$ cat config.mk
export PLATFORM = sky130hd
export DESIGN_NAME = lfsr_gen
export DESIGN_NICKNAME = d
export VERILOG_FILES = /design/src/rtl/lfsr_gen.sv
export SDC_FILE = /design/constraint.sdc
export NUM_CORES = 1
export LEC_CHECK = 0
export ABC_AREA = 1
export BUFFER_PORTS_ARGS = -buffer_cell sky130_fd_sc_hd__buf_4
export CAP_MARGIN = 20
export CORE_MARGIN = 3
export CORE_UTILIZATION = 41
export DETAILED_ROUTE_END_ITERATION = 16
export GPL_ROUTABILITY_DRIVEN = 0
export GPL_TIMING_DRIVEN = 0
export SYNTH_ARGS = -nofsm -noshare
export SYNTH_HDL_FRONTEND = slang
export SYNTH_SLANG_ARGS = --single-unit
export TNS_END_PERCENT = 10
$ cat constraint.sdc
create_clock -name clk -period 1.57 [get_ports clk]
set_input_delay 0.2355 -clock clk [delete_from_list [all_inputs] [get_ports clk]]
set_output_delay 0.2355 -clock clk [all_outputs]
set_load 0.03 [all_outputs]
$ cat src/rtl/lfsr_gen.sv
// Parametrised Fibonacci/Galois LFSR with seed loading, all-zero recovery
// and measurement of the step count between returns to the active seed.
module lfsr_gen #(
  parameter int               WIDTH    = 8,
  parameter logic [WIDTH-1:0] FIB_TAPS = 8'hB8,
  parameter logic [WIDTH-1:0] GAL_TAPS = 8'h71,
  parameter logic [WIDTH-1:0] SEED     = 8'h01
) (
  input  logic             clk,
  input  logic             reset,
  input  logic             en,
  input  logic             mode,
  input  logic             load,
  input  logic [WIDTH-1:0] seed_in,
  output logic [WIDTH-1:0] lfsr_out,
  output logic             bit_out,
  output logic             wrap,
  output logic             lockup,
  output logic [WIDTH:0]   period_len
);

  logic [WIDTH-1:0] s_reg, s_next;
  logic [WIDTH-1:0] seed_reg, seed_next;
  logic [WIDTH:0]   cnt_reg, cnt_next, cnt_inc;
  logic [WIDTH:0]   period_reg, period_next;
  logic             wrap_reg, wrap_next;
  logic             lockup_reg, lockup_next;
  logic [WIDTH-1:0] fib_next, gal_next, step_val, load_val;

  assign fib_next = {s_reg[WIDTH-2:0], ^(s_reg & FIB_TAPS)};

  // Galois form: shift left, fold the polynomial in when the MSB falls out.
  genvar gi;
  generate
    for (gi = 0; gi < WIDTH; gi++) begin : g_gal
      if (gi == 0) begin : g_lsb
        assign gal_next[gi] = s_reg[WIDTH-1] & GAL_TAPS[gi];
      end else begin : g_bit
        assign gal_next[gi] = s_reg[gi-1] ^ (s_reg[WIDTH-1] & GAL_TAPS[gi]);
      end
    end
  endgenerate

  always_comb begin
    s_next      = s_reg;
    seed_next   = seed_reg;
    cnt_next    = cnt_reg;
    period_next = period_reg;
    wrap_next   = 1'b0;
    lockup_next = 1'b0;
    step_val    = mode ? gal_next : fib_next;
    // Counter sticks at all-ones so an absurdly long period never aliases.
    cnt_inc     = (&cnt_reg) ? cnt_reg : cnt_reg + 1'b1;
    load_val    = (seed_in != '0) ? seed_in : SEED;

    if (load) begin
      s_next    = load_val;
      seed_next = load_val;
      cnt_next  = '0;
    end else if (en) begin
      if (s_reg == '0) begin
        s_next      = seed_reg;
        cnt_next    = '0;
        lockup_next = 1'b1;
      end else begin
        s_next   = step_val;
        cnt_next = cnt_inc;
        if (step_val == seed_reg) begin
          wrap_next   = 1'b1;
          period_next = cnt_inc;
          cnt_next    = '0;
        end
      end
    end
  end

  always_ff @(posedge clk) begin
    if (!reset) begin
      s_reg      <= SEED;
      seed_reg   <= SEED;
      cnt_reg    <= '0;
      period_reg <= '0;
      wrap_reg   <= 1'b0;
      lockup_reg <= 1'b0;
    end else begin
      s_reg      <= s_next;
      seed_reg   <= seed_next;
      cnt_reg    <= cnt_next;
      period_reg <= period_next;
      wrap_reg   <= wrap_next;
      lockup_reg <= lockup_next;
    end
  end

  assign lfsr_out   = s_reg;
  assign bit_out    = s_reg[WIDTH-1];
  assign wrap       = wrap_reg;
  assign lockup     = lockup_reg;
  assign period_len = period_reg;

endmodule

==> results.toml <==
[synthesis]
syn_inst = 310
synthAdderAreaFrac = 0.0127
synth_top_family_by_area = "simple AND/OR/NAND/NOR gates"
synth_simple_gate_area_frac = 0.364
synth_cell_types = 29
synth_xor_area_frac = 0.0134
syn_area_um2 = 1960
synth-compound-area-share = 0.122
yosysSeqAreaShare = 0.367
ys_warn_count = 0
syn-num-nets = 325
synthMuxAreaShare = 0
synth.avg_cell_area_um2 = 6.33
ys_seq_elements = 36

[grt]
grt_first_pass_wirelength_mm = 8.51
antenna_found_initial = 0
gr-usage-all-layers = 0.200
grt_pass1_vias = 1922
grt_max_degree = 11
grt_overflow_total = 0

[sta]
rsz0062_at_grt = "true"
tightest_slew_ns = 0.679
period_share = 0.998
hold_viol = 0
drv_slew = 0
period_needed_ns = 1.57
finClkSkew_ns = 0.00780
setup_violations = 0
slew_headroom = 0.546
fmax_mhz = 638

[hold_path]
hp-class = "input port to flop"

[floorplanning]
die_w_um = 75.2
io_pins = 33
dieArea_um2 = 5650
fp.dieH_um = 75.2
rows = 24
start_util = 0.439
coreArea_um2 = 4470

[worst_setup_path]
critPathArrivalTime_ns = 1.76
worstSetupStartpointType = "flop"
r2r-start = "lfsr_out[4]"
critPathCaptureType = "flop"
rr_worst_depth = 12
crit_path_start = "lfsr_out[4]"
crit_fanout = 5
critical_path_depth = 12
cp_cell_sequence = "inv_4 -> ha_4 -> inv_2 -> nand2_2 -> nand3_4 -> nand2_4 -> nand2_4 -> nand2_4 -> nand3_4 -> buf_6 -> nor2_1 -> nor2_1"
endpoint = "period_len[1]"
worst-path-buf-inv = 3
crit_top_cell = "nand2_4"
rr_endpoint = "period_len[1]"
cpPeakStageDelay_ns = 0.36
reg2reg_slack_ns = 0.003
crit_family = "simple AND/OR/NAND/NOR gates"
slowest_stage = "dfxtp_4"
cp.required_ns = 1.76
critPathKind = "flop to flop"

[clock_tree]
cts_tree = "built"
clock_sinks = 36
clk_path_buf_depth = 2
clk_latency_ns = 0.29
hold_buffers = 0
clk_pin_slew_ns = 0.07
clockRootBuffer = "clkbuf_8"
h-tree-depth = 2
cts_buffers = 5

[status]
status = "completed"

[drt]
top_layer = "met4"
route.antenna.remaining_nets = 0
dr_wl_met3_um = 215
m1WireLength_mm = 2.30
drc_errors = 0
dr.first_iter.drc_count = 110
routedWlPerCell_um = 13.1
wl_mm = 5.37
firstDrtPassIters = 4
vias_per_cell = 5.05
wl_met2_mm = 2.76
vias = 2074

[place]
hpwl_mm = 3.65
numPlacedInstances = 394
port_buffers = 32

[power]
p_leak_uw = 0.00120
peakVddDrop_mv = 0.428
powerDensity_nw_per_um2 = 766
design_power_total_uw = 2050

[cells_and_area]
final_common_cell = "nand2_1"
nets = 374
layout_common_cells = "nand2_1, inv_1, buf_4"
area_growth_pct = 36.3
drive_above_1_share = 0.315
layout.cells.non_filler = 411
diodes = 0

[job]
max_cap_viol_count = 0
-- cells in the mapped netlist (all sizes together) --
cell type  number  area (µm²)
nor2           38         153
clkbuf          4        15.0
ha              2        25.0
nand2          99         377
inv            53         199
nand3b          1        7.51
nand3          19         113
a21oi          14        70.1
o21a            1        7.51
xor2            2        17.5
a31oi           6        37.5
o211ai          3        22.5
o21ai          11        55.1
o22ai           6        37.5
xnor2           1        8.76
dfxtp          36         721
o2111ai         1        8.76
nand4           7        50.1
buf             3        23.8
nor3            3        15.0
-- metal layers --
metal  GRT usage  up-vias
met2       0.365       47
li1            -     1072
met4      0.0718        0
met1       0.237      944
met3      0.0280       11
met5           0        -
-- layout make-up --
type / count / area, µm²
timing repair buffer: 42 / 332
multi-input combinational: 214 / 1210
buffer: 7 / 38.8
fill: 444 / 1800
tap: 52 / 65.1
clock buffer: 6 / 72.6
sequential: 36 / 747
inverter: 53 / 204
clock inverter: 1 / 5.00
-- worst min-delay path by stage --
| stage | start | endpoint | slack [ns] | cells past startpoint |
|---|---|---|---|---|
| after floorplan | reset | period_len[0] | 0.36 | 2 |
| after global placement | cnt_reg[6] | cnt_reg[6] | 0.46 | 2 |
| after detailed placement | cnt_reg[3] | cnt_reg[3] | 0.46 | 2 |
| after CTS | reset | period_len[0] | 0.19 | 3 |
| after global routing | reset | period_len[0] | 0.21 | 3 |
| final | reset | period_len[0] | 0.19 | 3 |
-- worst min-delay path, delay by kind of cell --
| family | cells | cell delay, ns |
|---|---|---|
| and+or+nand+nor | 2 | 0.12 |
| buffers and inverters | 1 | 0.09 |
-- report_power, final --
| group | switching [µW] | leakage (µW) | total [µW] | internal (µW) |
|---|---|---|---|---|
| registers | 32.6 | 0.000299 | 974 | 941 |
| clock network | 344 | 0.0000410 | 646 | 302 |
| logic | 265 | 0.000865 | 431 | 165 |
| total | 642 | 0.00120 | 2050 | 1410 |
-- through the flow --
stage	worst slack [ns]	utilization	area [µm²]	TNS [ns]	hold WS [ns]
after floorplan	-0.0106	-	2000	-0.0414	0.357
after global placement	-0.300	0.514	2300	-5.63	0.456
after detailed placement	-0.300	0.514	2300	-5.66	0.460
after CTS	-0.0198	0.563	2520	-0.0568	0.191
after global routing	-0.120	0.598	2680	-1.59	0.208
final	0.00259	0.598	2680	0	0.190
-- cell families after synthesis --
group / count (synthesis)
buffers and inverters: 60
AND/OR/NAND/NOR: 167
AO/OA/AOI/OAI: 42
adder cells (fa/ha/maj): 2
flip-flops: 36
XOR/XNOR: 3
-- timing repair --
item / CTS / global route
pin swaps: 6 / 14
setup buffers: 8 / 1
gates cloned: 1 / 0
gates resized for setup: 21 / 46
endpoints found under the setup margin: 26 / 25
endpoints found under the hold margin: 0 / 0
Power figures use the tool's default switching activity.
